### src/rtl/pulse_ext_pkg.sv
// rtl/pulse_ext_pkg.sv - shared state encoding and sizing helper for the pulse extender
package pulse_ext_pkg;

    typedef enum logic [1:0] {
        ST_IDLE = 2'd0,
        ST_HIGH = 2'd1,
        ST_LOW  = 2'd2
    } pe_state_t;

    function automatic int max(input int a, input int b);
        return (a > b) ? a : b;
    endfunction

endpackage

### src/rtl/pulse_ext_multi_if.sv
// rtl/pulse_ext_multi_if.sv - per-channel event, acknowledge and status bundle
interface pulse_ext_multi_if #(
    parameter int CH_NUM = 4
);
    logic [CH_NUM-1:0] src_pulse;
    logic [CH_NUM-1:0] dst_ack;
    logic [CH_NUM-1:0] ovf_clr;
    logic [CH_NUM-1:0] ext_pulse;
    logic [CH_NUM-1:0] busy;
    logic [CH_NUM-1:0] ovf;

    modport master (
        output src_pulse, dst_ack, ovf_clr,
        input  ext_pulse, busy, ovf
    );

    modport slave (
        input  src_pulse, dst_ack, ovf_clr,
        output ext_pulse, busy, ovf
    );
endinterface

### src/rtl/pulse_ext_ch.sv
// rtl/pulse_ext_ch.sv - one channel: IDLE/HIGH/LOW pacing FSM, timer, pending counter, overflow flag
module pulse_ext_ch
    import pulse_ext_pkg::*;
#(
    parameter int CNT_W    = 4,
    parameter int ACK_MODE = 0,
    parameter int HOLD_CYC = 4,
    parameter int GAP_CYC  = 4
) (
    input  logic i_clk,
    input  logic i_rst,
    input  logic i_pulse,
    input  logic i_ack,
    input  logic i_ovf_clr,
    output logic o_ext,
    output logic o_busy,
    output logic o_ovf
);
    localparam int TMR_W = $clog2(max(HOLD_CYC, GAP_CYC) + 1);
    localparam logic [TMR_W-1:0] HOLD_LD  = TMR_W'(HOLD_CYC - 1);
    localparam logic [TMR_W-1:0] GAP_LD   = TMR_W'(GAP_CYC - 1);
    localparam logic [CNT_W-1:0] PEND_MAX = '1;

    pe_state_t        r_state, w_state_nxt;
    logic [TMR_W-1:0] r_tmr, w_tmr_nxt;
    logic [CNT_W-1:0] r_pend, w_pend_nxt;
    logic             r_ovf, w_ovf_nxt;
    logic             r_busy, w_busy_nxt;
    logic             w_hi_done, w_lo_done, w_launch, w_drop;

    always_ff @(posedge i_clk) begin
        if (i_rst) begin
            r_state <= ST_IDLE;
            r_tmr   <= '0;
            r_pend  <= '0;
            r_ovf   <= 1'b0;
            r_busy  <= 1'b0;
        end else begin
            r_state <= w_state_nxt;
            r_tmr   <= w_tmr_nxt;
            r_pend  <= w_pend_nxt;
            r_ovf   <= w_ovf_nxt;
            r_busy  <= w_busy_nxt;
        end
    end

    always_comb begin
        w_hi_done   = (ACK_MODE != 0) ? i_ack  : (r_tmr == '0);
        w_lo_done   = (ACK_MODE != 0) ? !i_ack : (r_tmr == '0);
        // A LOW phase that has run out chains straight into the next launch.
        w_launch    = ((r_state == ST_IDLE) || (r_state == ST_LOW && w_lo_done))
                      && ((r_pend != '0) || i_pulse);
        w_drop      = i_pulse && !w_launch && (r_pend == PEND_MAX);
        w_state_nxt = r_state;
        w_tmr_nxt   = r_tmr;
        if (w_launch) begin
            w_state_nxt = ST_HIGH;
            w_tmr_nxt   = HOLD_LD;
        end else begin
            case (r_state)
                ST_HIGH: begin
                    if (w_hi_done) begin
                        w_state_nxt = ST_LOW;
                        w_tmr_nxt   = GAP_LD;
                    end else if (ACK_MODE == 0) begin
                        w_tmr_nxt = r_tmr - TMR_W'(1);
                    end
                end
                ST_LOW: begin
                    if (w_lo_done) begin
                        w_state_nxt = ST_IDLE;
                        w_tmr_nxt   = '0;
                    end else if (ACK_MODE == 0) begin
                        w_tmr_nxt = r_tmr - TMR_W'(1);
                    end
                end
                default: begin
                    w_state_nxt = ST_IDLE;
                end
            endcase
        end
        case ({i_pulse, w_launch})
            2'b10:   w_pend_nxt = w_drop ? r_pend : r_pend + CNT_W'(1);
            2'b01:   w_pend_nxt = r_pend - CNT_W'(1);
            default: w_pend_nxt = r_pend;
        endcase
        w_ovf_nxt  = w_drop || (r_ovf && !i_ovf_clr);
        w_busy_nxt = (w_state_nxt != ST_IDLE) || (w_pend_nxt != '0);
    end

    always_comb begin
        o_ext  = (r_state == ST_HIGH);
        o_busy = r_busy;
        o_ovf  = r_ovf;
    end

endmodule

### src/rtl/pulse_ext_multi.sv
// rtl/pulse_ext_multi.sv - CH_NUM independent pulse extender/queuer channels
module pulse_ext_multi
    import pulse_ext_pkg::*;
#(
    parameter int CH_NUM   = 4,
    parameter int CNT_W    = 4,
    parameter int ACK_MODE = 0,
    parameter int HOLD_CYC = 4,
    parameter int GAP_CYC  = 4
) (
    input  logic             src_clk,
    input  logic             src_rst,
    pulse_ext_multi_if.slave bus
);
    logic [CH_NUM-1:0] w_ext;
    logic [CH_NUM-1:0] w_busy;
    logic [CH_NUM-1:0] w_ovf;

    for (genvar g = 0; g < CH_NUM; g++) begin : g_ch
        pulse_ext_ch #(
            .CNT_W    (CNT_W),
            .ACK_MODE (ACK_MODE),
            .HOLD_CYC (HOLD_CYC),
            .GAP_CYC  (GAP_CYC)
        ) u_ch (
            .i_clk     (src_clk),
            .i_rst     (src_rst),
            .i_pulse   (bus.src_pulse[g]),
            .i_ack     (bus.dst_ack[g]),
            .i_ovf_clr (bus.ovf_clr[g]),
            .o_ext     (w_ext[g]),
            .o_busy    (w_busy[g]),
            .o_ovf     (w_ovf[g])
        );
    end

    assign bus.ext_pulse = w_ext;
    assign bus.busy      = w_busy;
    assign bus.ovf       = w_ovf;

endmodule

### src/flat_wrapper.sv
// flat-port wrapper written by rule: the top's interface ports become plain ports
module pulse_ext_multi_flat import pulse_ext_pkg::*;
#(
    parameter int CH_NUM   = 4,
    parameter int CNT_W    = 4,
    parameter int ACK_MODE = 0,
    parameter int HOLD_CYC = 4,
    parameter int GAP_CYC  = 4
)
  (src_clk, src_rst, bus_src_pulse, bus_dst_ack, bus_ovf_clr, bus_ext_pulse, bus_busy, bus_ovf);
  pulse_ext_multi_if #(.CH_NUM(CH_NUM)) bus_i ();
  input  logic src_clk;
  input  logic src_rst;
  input wire logic [$bits(bus_i.src_pulse)-1:0] bus_src_pulse;
  input wire logic [$bits(bus_i.dst_ack)-1:0] bus_dst_ack;
  input wire logic [$bits(bus_i.ovf_clr)-1:0] bus_ovf_clr;
  output wire logic [$bits(bus_i.ext_pulse)-1:0] bus_ext_pulse;
  output wire logic [$bits(bus_i.busy)-1:0] bus_busy;
  output wire logic [$bits(bus_i.ovf)-1:0] bus_ovf;
  assign bus_i.src_pulse = bus_src_pulse;
  assign bus_i.dst_ack = bus_dst_ack;
  assign bus_i.ovf_clr = bus_ovf_clr;
  assign bus_ext_pulse = bus_i.ext_pulse;
  assign bus_busy = bus_i.busy;
  assign bus_ovf = bus_i.ovf;
  pulse_ext_multi #(.CH_NUM(CH_NUM), .CNT_W(CNT_W), .ACK_MODE(ACK_MODE), .HOLD_CYC(HOLD_CYC), .GAP_CYC(GAP_CYC)) u_core (.src_clk(src_clk), .src_rst(src_rst), .bus(bus_i));
endmodule
### config.mk
export PLATFORM = sky130hd
export DESIGN_NAME = pulse_ext_multi_flat
export DESIGN_NICKNAME = d
export VERILOG_FILES = /design/src/rtl/pulse_ext_pkg.sv /design/src/rtl/pulse_ext_multi_if.sv /design/src/rtl/pulse_ext_ch.sv /design/src/rtl/pulse_ext_multi.sv /design/src/flat_wrapper.sv
export SDC_FILE = /design/constraint.sdc
export NUM_CORES = 1
export LEC_CHECK = 0
export ABC_AREA = 1
export CAP_MARGIN = 20
export CORE_MARGIN = 10
export CORE_UTILIZATION = 60
export CTS_CLUSTER_DIAMETER = 40
export DETAILED_ROUTE_END_ITERATION = 8
export GPL_ROUTABILITY_DRIVEN = 0
export PLACE_DENSITY = 0.8
export SLEW_MARGIN = 40
export SYNTH_ARGS = -nofsm -noshare
export SYNTH_HDL_FRONTEND = slang
export SYNTH_SLANG_ARGS = --single-unit
export TNS_END_PERCENT = 50
### constraint.sdc
create_clock -name src_clk -period 3.6 [get_ports src_clk]
set_clock_uncertainty 0.05 [all_clocks]
set_input_delay 0.9 -clock src_clk [delete_from_list [all_inputs] [get_ports src_clk]]
set_output_delay 0.9 -clock src_clk [all_outputs]
set_load 0.005 [all_outputs]
==> metrics.md <==
| Metric | Value |
|---|---|
| Root Buffer | `clkbuf_8` |
| Post-layout min period | `roughly 2.4 ns` |
| Worst Max-Slew Pin Slew | `between 0.5 and 0.6 ns` |
| Crit. End Element | `output port` |
| Worst reg2reg setup slack | `1.83 ns` |
| CP Launch Type | `flip-flop` |
| Synthesized area per cell | `6.92 um2` |
| Final setup vio count | `0` |
| Hold Fails Final Rpt | `0` |
| Max FO, Critical Path | `3` |
| WL per Instance | `around 12 um` |
| Die footprint | `8520 um2` |
| Top Ports | `26` |
| Row cnt | `26` |
| Total track usage | `15.8%` |
| Syn_nets | `about 500` |
| Fillers | `between 400 and 500` |
| Setup TNS | `0 ns` |
| Hold_buf cts | `0` |
| Synth Instances | `around 450` |
| Via count | `~2.8k` |
| Longest Clk Path Bufs | `2` |
| Area of the multi-input gates | `between 1500 and 2000 um2` |
| RSZ-0062 raised after global routing | `false` |
| Worst-path clk slew | `0.08 ns` |
| FF+latch count, synth | `44` |
| R2r endpoint | `u_core.g_ch[1].u_ch.o_busy` |
| Yosys warnings | `0` |
| Drt initial violations | `about 120` |
| Area growth syn-to-layout | `9.89%` |
| R2R cell count | `11` |
| Worst r2r src | `u_core.g_ch[1].u_ch.r_tmr[0]` |
| Status | `complete, no violations` |
| CTS resizes | `0` |
| DRT Pass-1 Iters | `5` |
| Vias in the first global route | `~2.8k` |
| Worst Hold Path EP | `u_core.g_ch[3].u_ch.o_ovf` |
| Largest net degree at the start of global routing | `22` |
| Worst path cell trace | `inv_1 > ha_1 > clkdlybuf4s50_1` |
| Fmax | `0.415 GHz` |
| Buffers added on ports | `21` |
| Crit path arrival time | `around 1.5 ns` |
| Starting Density | `slightly above 60%` |
| DRC viols | `0` |
| Lkg Pwr | `0.00171 uW` |
| First-pass GRT wire length | `roughly 12000 um` |
| Final period util | `between 60% and 70%` |
| Mapped Area | `approximately 3100 um2` |
| PwrDens | `~800 nW/um2` |
| Core footprint | `slightly above 5000 um2` |
| TritonCTS clock tree | `done` |
| Crit path largest cell delay | `between 0.5 and 0.6 ns` |
| Hold crit path type | `reg2reg` |
| Die Width | `92.3 um` |
| Pre-CTS setup slack | `0.937 ns` |
| FF/Latch Area | `between 800 and 900 um2` |
| Final nets | `510` |
| Max Cap Violations | `0` |
| GR Overflow Total | `0` |
| Detail Route Antenna Nets | `0` |
| Clock H-tree levels | `2` |
| Critical path class | `reg2out` |
| Hold Path Depth | `2` |
| Library cells used by synthesis | `30` |
| Total Wirelength | `about 6400 um` |
| Setup Buffers After CTS | `0` |
| Worst VDD drop | `between 0.4 and 0.5 mV` |
| CP max stage cell | `clkdlybuf4s50_1` |
| Most frequent cells in the layout | `82 x nand2_1, 74 x inv_1, 44 x dfxtp_1` |
| Max-slew violation count | `0` |
| Register area share after synthesis | `between 20% and 30%` |
| HP Start | `u_core.g_ch[3].u_ch.o_ovf` |
| Clock Sinks | `44` |
| Detailed Place HPWL | `about 4900 um` |
| Worst relative slew slack | `61.0%` |
| DR vias/cell | `approximately 5.2` |
| Total CTS buffers | `5` |
| Initial antenna violation count | `0` |
| Clock Latency Late Sink | `~0.30 ns` |
| Ant diodes | `0` |
| Setup ws final | `1.19 ns` |
| Critical path data required time | `~2.7 ns` |
| Die height | `just over 90 um` |
| Commonest non-fill, non-tap cell in the layout | `nand2_1` |
| Share of layout cells above drive strength 1 | `7.96%` |
stage by stage:
stage	total power (uW)	hold slack [ns]	instance area (um2)	util, %	std cells
2_1_floorplan	2020	0.394	3140	-	453
3_3_place_gp	2270	0.400	3320	65.4	527
3_5_place_dp	2320	0.406	3320	65.4	527
4_1_cts	2760	0.418	3450	67.9	535
5_1_grt	3040	0.435	3450	67.9	535
6_report	2750	0.415	3450	67.9	535
worst max-delay path by stage:
stage	slack, ns	from	end	cells after the start
2_1_floorplan	1.82	bus_src_pulse[1]	u_core.g_ch[1].u_ch.o_busy	10
3_3_place_gp	0.95	src_rst	u_core.g_ch[2].u_ch.o_busy	4
3_5_place_dp	0.94	src_rst	u_core.g_ch[2].u_ch.o_busy	4
4_1_cts	1.19	u_core.g_ch[1].u_ch.r_state[1]	bus_ext_pulse[1]	3
5_1_grt	1.11	u_core.g_ch[1].u_ch.r_state[1]	bus_ext_pulse[1]	3
6_report	1.19	u_core.g_ch[1].u_ch.r_state[1]	bus_ext_pulse[1]	3
power by group:
group	switching, uW	leakage (uW)	internal (uW)
combinational	932	0.00128	612
sequential	140	0.000363	647
clock	170	0.0000645	245
total	1240	0.00171	1500
critical path, delay by kind of cell (launching register included):
family                   cells  cell delay (ns)
flip-flops                   1             0.32
adder cells (fa/ha/maj)      1             0.21
buffers and inverters        2             0.62
synth_stat cells:
cell type / instances / share of area (%)
a2111oi_0: 1 / 0.28
a211oi_1: 1 / 0.24
a21oi_1: 23 / 3.7
a221oi_1: 2 / 0.56
a31oi_1: 5 / 1.0
buf_2: 1 / 0.16
buf_4: 14 / 3.4
clkbuf_1: 3 / 0.36
clkinv_1: 1 / 0.12
dfxtp_1: 44 / 28
ha_1: 32 / 13
inv_1: 74 / 8.9
inv_2: 6 / 0.72
nand2_1: 82 / 9.8
nand2_2: 5 / 1.0
nand3_1: 43 / 6.9
nand3_2: 11 / 3.5
nand3_4: 2 / 1.1
nand4_1: 17 / 3.4
nand4_2: 2 / 0.80
nor2_1: 43 / 5.1
nor2_2: 1 / 0.20
nor3_1: 1 / 0.16
nor3b_1: 1 / 0.24
o211ai_1: 7 / 1.7
o21ai_0: 20 / 3.2
o21ai_1: 2 / 0.32
or2_2: 1 / 0.20
xnor2_1: 1 / 0.28
xor2_1: 7 / 2.0
registers in the layout, indices dropped and copies added (netlist names):
register,cells
u_core.g_ch.u_ch.o_busy,4
u_core.g_ch.u_ch.o_ovf,4
u_core.g_ch.u_ch.r_pend,16
u_core.g_ch.u_ch.r_state,8
u_core.g_ch.u_ch.r_tmr,12
cell families (layout without fill, tap and decap cells):
kind of cell	count (synthesis)	after routing	synth area share, %
XOR/XNOR	8	8	2.23
AO/OA/AOI/OAI	61	61	10.9
flip-flops	44	44	28.1
adder cells (fa/ha/maj)	32	32	12.8
buffers and inverters	99	111	13.6
AND/OR/NAND/NOR	209	209	32.4
area by class of cell:
cell class | count | area share (%)
clock buffers | 7 | 2.79
well taps | 70 | 2.54
repair buffers | 22 | 6.32
inverters | 81 | 8.82
flip-flops and latches | 44 | 25.6
clock inverters | 1 | 0.871
multi-input cells | 310 | 53.1
metal layers:
layer / global-route usage (%) / vias up / part of all wire [%]
met5: 0 / - / 0
met4: 4.88 / 0 / 1.5
met3: 3.39 / 9 / 3.1
met2: 29.5 / 42 / 51
met1: 17.3 / 1258 / 44
li1: - / 1481 / -
(Power assumes the default switching activity.)
==> edit 1, RTL diff (same flow settings) <==
`ACK_MODE` is set to 0 in 3 places; all go to 1.
--- a/src/rtl/pulse_ext_ch.sv
+++ b/src/rtl/pulse_ext_ch.sv
@@ -4,5 +4,5 @@
 #(
     parameter int CNT_W    = 4,
-    parameter int ACK_MODE = 0,
+    parameter int ACK_MODE = 1,
     parameter int HOLD_CYC = 4,
     parameter int GAP_CYC  = 4
--- a/src/rtl/pulse_ext_multi.sv
+++ b/src/rtl/pulse_ext_multi.sv
@@ -5,5 +5,5 @@
     parameter int CH_NUM   = 4,
     parameter int CNT_W    = 4,
-    parameter int ACK_MODE = 0,
+    parameter int ACK_MODE = 1,
     parameter int HOLD_CYC = 4,
     parameter int GAP_CYC  = 4
--- a/src/flat_wrapper.sv
+++ b/src/flat_wrapper.sv
@@ -4,5 +4,5 @@
     parameter int CH_NUM   = 4,
     parameter int CNT_W    = 4,
-    parameter int ACK_MODE = 0,
+    parameter int ACK_MODE = 1,
     parameter int HOLD_CYC = 4,
     parameter int GAP_CYC  = 4
Formal check against the unedited RTL: not equivalent (Yosys sat finds a counterexample within 4 cycles, from zero or initial values and one cycle with src_rst high).
==> edit 1 against the unedited design <==
  * Routed wire length is 21% lower
  * Count of clock-buffer cells in the layout fell by 1
  * Setup slack improved by 0.052 ns
  * Largest power group unchanged
  * Total power decreased by 23%
  * Register-to-register slack better by 0.12 ns
  * Combinational power down 21%
  * Final area down 18%
  * Synthesized area is 20% lower
  * Sequential cell count down 12
  * Sequential power fell by 28%
  * Non-clock buffer count grew 4
  * Utilization increased by 2.8 points
==> edit 1: results (changes against the unedited design) <==
\begin{tabular}{lr}
\hline
Metric & Value \\
\hline
\multicolumn{2}{l}{\textbf{STA}} \\
\quad Transition time at the pin with the least slew margin & 0.322 ns (-0.261 ns) \\
\quad Worst hold slack across all endpoints & 0.441 ns (+0.0264 ns) \\
\multicolumn{2}{l}{\textbf{Worst setup path}} \\
\quad Worst setup slack for register-to-register paths & 1.95 ns (+0.12 ns) \\
\quad Register-to-Register Path Depth & 12 (+1) \\
\quad Worst R2R Start & u\_core.g\_ch[1].u\_ch.r\_state[0]\$\_SDFF\_PP0\_ \\
\quad Arrival @ worst endpoint & 1.41 ns (-0.05 ns) \\
\multicolumn{2}{l}{\textbf{Synth}} \\
\quad Top cells by area, synth & dfxtp\_1 26\%, nand2\_1 15\%, ha\_1 12\% \\
\quad Net count after synthesis & 422 (-15\%) \\
\quad Share of the yosys chip area belonging to registers & 25.7\% (-2.4 points) \\
\quad Cell types with the highest counts after synthesis & 97 x nand2\_1, 56 x inv\_1, 45 x nor2\_1 \\
\quad Number of library cell types mapped by synthesis & 26 (-13\%) \\
\multicolumn{2}{l}{\textbf{Route}} \\
\quad Routed wire length per instance & 11.0 um (-7.5\%) \\
\quad Ratio of routed vias to standard cells & 4.96 (-4.9\%) \\
\quad First-pass iteration count of the detailed router & 4 (-1) \\
\quad Starting DRT DRC Count & 94 (-20\%) \\
\multicolumn{2}{l}{\textbf{Pwr}} \\
\quad Switching power & 0.000960 W (-23\%) \\
\quad VDD IR-drop max & 370 uV (-22\%) \\
\quad Leak pwr & 1.44 nW (-16\%) \\
\multicolumn{2}{l}{\textbf{Final layout}} \\
\quad Fraction of final layout cells with drive strength greater than 1 & 10.9\% (+2.9 points) \\
\quad FILL cells & 334 (-28\%) \\
\quad Biggest regs & u\_core.g\_ch.u\_ch.r\_pend (16), u\_core.g\_ch.u\_ch.r\_state (8) \\
\multicolumn{2}{l}{\textbf{Placed design}} \\
\quad Estimated wirelength of the detail-placed design & 3.91 mm (-20\%) \\
\quad Number of I/O port buffers & 25 (+19\%) \\
\multicolumn{2}{l}{\textbf{Global routing}} \\
\quad Via count of the first global-routing pass & 2186 (-22\%) \\
\quad Global-route wire length before repair & 9.07 mm (-21\%) \\
\quad Total routing resource utilization after global routing & 14.7\% (-1.1 points) \\
\quad Pin count of the biggest net entering global routing & 24 (+9.1\%) \\
\multicolumn{2}{l}{\textbf{Hold path}} \\
\quad Origin of the worst min-delay path & u\_core.g\_ch[1].u\_ch.o\_ovf\$\_SDFF\_PP0\_ \\
\quad Worst-case hold path end point & u\_core.g\_ch[1].u\_ch.o\_ovf\$\_SDFF\_PP0\_ \\
\multicolumn{2}{l}{\textbf{Run status}} \\
\quad Outcome & complete, no violations \\
\multicolumn{2}{l}{\textbf{Clocking}} \\
\quad Depth of the CTS H-tree & 2 (unchanged) \\
\hline
\end{tabular}
-- edit 1: cells by family (layout without fill, tap and decap cells) --
| family | count (synthesis) | count (layout) | share of synthesized area (%) |
|---|---|---|---|
| adders and majority gates | 24 | 24 | 12.0 |
| DFF | 32 | 32 | 25.7 |
| AOI/OAI and AO/OA | 43 | 43 | 9.52 |
| and+or+nand+nor | 195 | 195 | 36.4 |
| xor gates and xnor gates | 5 | 5 | 1.75 |
| buffers and inverters | 85 | 105 | 14.6 |
-- edit 1: stage by stage --
step	total power, W	setup WS (ns)	util, %	instances	area, um^2
final	0.00213	1.24	70.7	454	2830
after detailed placement	0.00178	1.17	68.0	446	2720
after CTS	0.00214	1.23	70.7	454	2830
after global placement	0.00175	1.18	68.0	446	2720
after global routing	0.00236	1.19	70.7	454	2830
after floorplan	0.00155	1.79	-	384	2500
-- edit 1: power groups by stage --
stage                     registers, W  logic, W  clock network [W]
after detailed placement      0.000573   0.00121                  0
after CTS                     0.000565   0.00122           0.000352
final                         0.000566   0.00122           0.000341
after floorplan               0.000550  0.000998                  0
after global placement        0.000568   0.00119                  0
after global routing          0.000586   0.00141           0.000362
-- edit 1: final cells by class --
type,instances,share of cell area (%)
sequential,32,22.7
multi-input combinational,267,52.7
timing repair buffer,26,9.12
clock inverter,2,1.24
clock buffer,6,2.57
inverter,71,9.47
tap,50,2.21
-- edit 1: routing by layer --
layer  up-vias  track usage, %  share of wire (%)
li1       1224               -                  -
met1       991            16.5                 46
met2        31            25.9                 50
met5         -               0                  0
met4         0            6.59               0.96
met3         6            3.00                3.7
-- edit 1: worst max path at each step --
stage,startpoint,to,slack (ns),cells after the start
detailed placement,bus_dst_ack[0],u_core.g_ch[0].u_ch.o_busy$_SDFF_PP0_,1.17,10
CTS,u_core.g_ch[2].u_ch.r_state[1]$_SDFF_PP0_,bus_ext_pulse[2],1.23,3
global placement,bus_dst_ack[1],u_core.g_ch[1].u_ch.o_busy$_SDFF_PP0_,1.18,12
floorplan,bus_dst_ack[3],u_core.g_ch[3].u_ch.o_busy$_SDFF_PP0_,1.79,10
global route,u_core.g_ch[3].u_ch.r_state[1]$_SDFF_PP0_,bus_ext_pulse[3],1.19,3
finish,u_core.g_ch[3].u_ch.r_state[1]$_SDFF_PP0_,bus_ext_pulse[3],1.24,3
-- edit 1: worst max-delay path: stages (launching register included) --
cell	delay [ns]
dfxtp_1	0.32
inv_1	0.08
ha_1	0.19
clkdlybuf4s50_1	0.54
==> edit 2, RTL diff (config.mk and constraints unchanged) <==
Without the edit above. Re-encode `pe_state_t` (3 states) as one-hot, 3 bits wide.
--- a/src/rtl/pulse_ext_pkg.sv
+++ b/src/rtl/pulse_ext_pkg.sv
@@ -2,8 +2,8 @@
 package pulse_ext_pkg;
 
-    typedef enum logic [1:0] {
-        ST_IDLE = 2'd0,
-        ST_HIGH = 2'd1,
-        ST_LOW  = 2'd2
+    typedef enum logic [2:0] {
+        ST_IDLE = 3'b001,
+        ST_HIGH = 3'b010,
+        ST_LOW  = 3'b100
     } pe_state_t;
 
Behaviour: same outputs for any inputs over 10 cycles, from zero or initial values and one cycle with src_rst high; not proved beyond that.
==> edit 2 against the unedited design <==
  * Sequential cell count increased by 4
  * Setup slack got worse by 0.026 ns
  * Register-to-register slack improved by 0.02 ns
  * Via count increased by 0.47%
  * Critical path depth unchanged
  * Routed wire length decreased by 7.4%
  * Final area increased by 0.51%
  * Sequential share of layout area increased by 2.2 points
  * Final cell count increased by 3.2%
  * Synthesized area increased by 2.2%
  * Total power increased by 11%
  * Critical path type unchanged
  * Largest cell class unchanged
  * Largest power group unchanged
==> edit 2: results (changes against the unedited design) <==
\begin{tabular}{lr}
\hline
Metric & Value \\
\hline
\multicolumn{2}{l}{\textbf{Pwr}} \\
\quad Sequential Power Share & 29.7\% (+1.0 points) \\
\quad Leak pwr & 1.72 nW (+0.87\%) \\
\quad Pint & 0.00157 W (+4.6\%) \\
\multicolumn{2}{l}{\textbf{Final layout}} \\
\quad Relative area of non-clock buffer cells in the final design & 6.28\% (-0.032 points) \\
\quad Fraction of final layout cells with drive strength greater than 1 & 9.34\% (+1.4 points) \\
\quad Post-Layout Cell Count & 552 (+3.2\%) \\
\quad FILL cells & 486 (+4.5\%) \\
\multicolumn{2}{l}{\textbf{Worst setup path}} \\
\quad Register-to-Register Path Depth & 13 (+2) \\
\quad Worst R2R Start & u\_core.g\_ch[3].u\_ch.r\_tmr[0]\$\_SDFFE\_PP0P\_ \\
\quad Slowest stage delay, CP & 0.56 ns (+0.04 ns) \\
\quad Worst setup slack for register-to-register paths & 1.85 ns (+0.02 ns) \\
\multicolumn{2}{l}{\textbf{Placed design}} \\
\quad Post-Place Worst Slack & 1.18 ns (+0.240 ns) \\
\multicolumn{2}{l}{\textbf{STA}} \\
\quad Transition time at the pin with the least slew margin & 0.459 ns (-0.123 ns) \\
\quad Final period util & 67.6\% (+0.71 points) \\
\quad Worst hold slack across all endpoints & 0.416 ns (+0.00127 ns) \\
\multicolumn{2}{l}{\textbf{Route}} \\
\quad Length of routed met2 wiring & 2.86 mm (-13\%) \\
\quad First-pass iteration count of the detailed router & 4 (-1) \\
\quad Met1 wire length & 2.78 mm (-1.0\%) \\
\quad Detail Route met3 WL & 238 um (+22\%) \\
\quad Total detailed-routing wirelength & 5.91 mm (-7.4\%) \\
\quad Ratio of routed vias to standard cells & 5.08 (-2.6\%) \\
\multicolumn{2}{l}{\textbf{Global routing}} \\
\quad Met2 GRT Util & 24.8\% (-4.6 points) \\
\quad Global-route wire length before repair & 10.6 mm (-8.3\%) \\
\quad Via count of the first global-routing pass & 2642 (-5.2\%) \\
\multicolumn{2}{l}{\textbf{Synth}} \\
\quad Mean post-synth cell area & 6.82 um\^{}2 (-1.5\%) \\
\quad Number of library cell types mapped by synthesis & 32 (+6.7\%) \\
\multicolumn{2}{l}{\textbf{Hold path}} \\
\quad Worst-case hold path end point & u\_core.g\_ch[0].u\_ch.o\_ovf\$\_SDFF\_PP0\_ \\
\multicolumn{2}{l}{\textbf{Run status}} \\
\quad Outcome & complete, no violations \\
\hline
\end{tabular}
## edit 2: cell count changes in the layout (fill, tap and decap cells not counted), moves of 4 or more
cell / change
nand2_1: +19
o21ai_0: +13
ha_1: -12
inv_1: +9
nand3_1: -9
nor2_2: +8
o211ai_1: -7
nand3_2: -6
dfxtp_1: +4
inv_2: -4
o21ai_2: +4
## edit 2: cells by family after synthesis
family	count (synthesis)	share of synthesized area (%)
AO/OA/AOI/OAI	72	12.5
adder cells (fa/ha/maj)	20	7.81
buffers and inverters	104	14.3
flip-flops	48	30.0
AND/OR/NAND/NOR	221	34.1
XOR/XNOR	5	1.37
## edit 2: worst register-to-register path, stage by stage (launching register included)
cell     delay [ns]
dfxtp_1        0.32
inv_1          0.09
ha_1           0.18
inv_1          0.07
nor2_4         0.11
nand3_4        0.11
nand2_4        0.11
nand3_4        0.10
nand3_1        0.10
nand3_1        0.08
nor2_1         0.11
nand3_1        0.08
nand2_1        0.07
inv_1          0.06
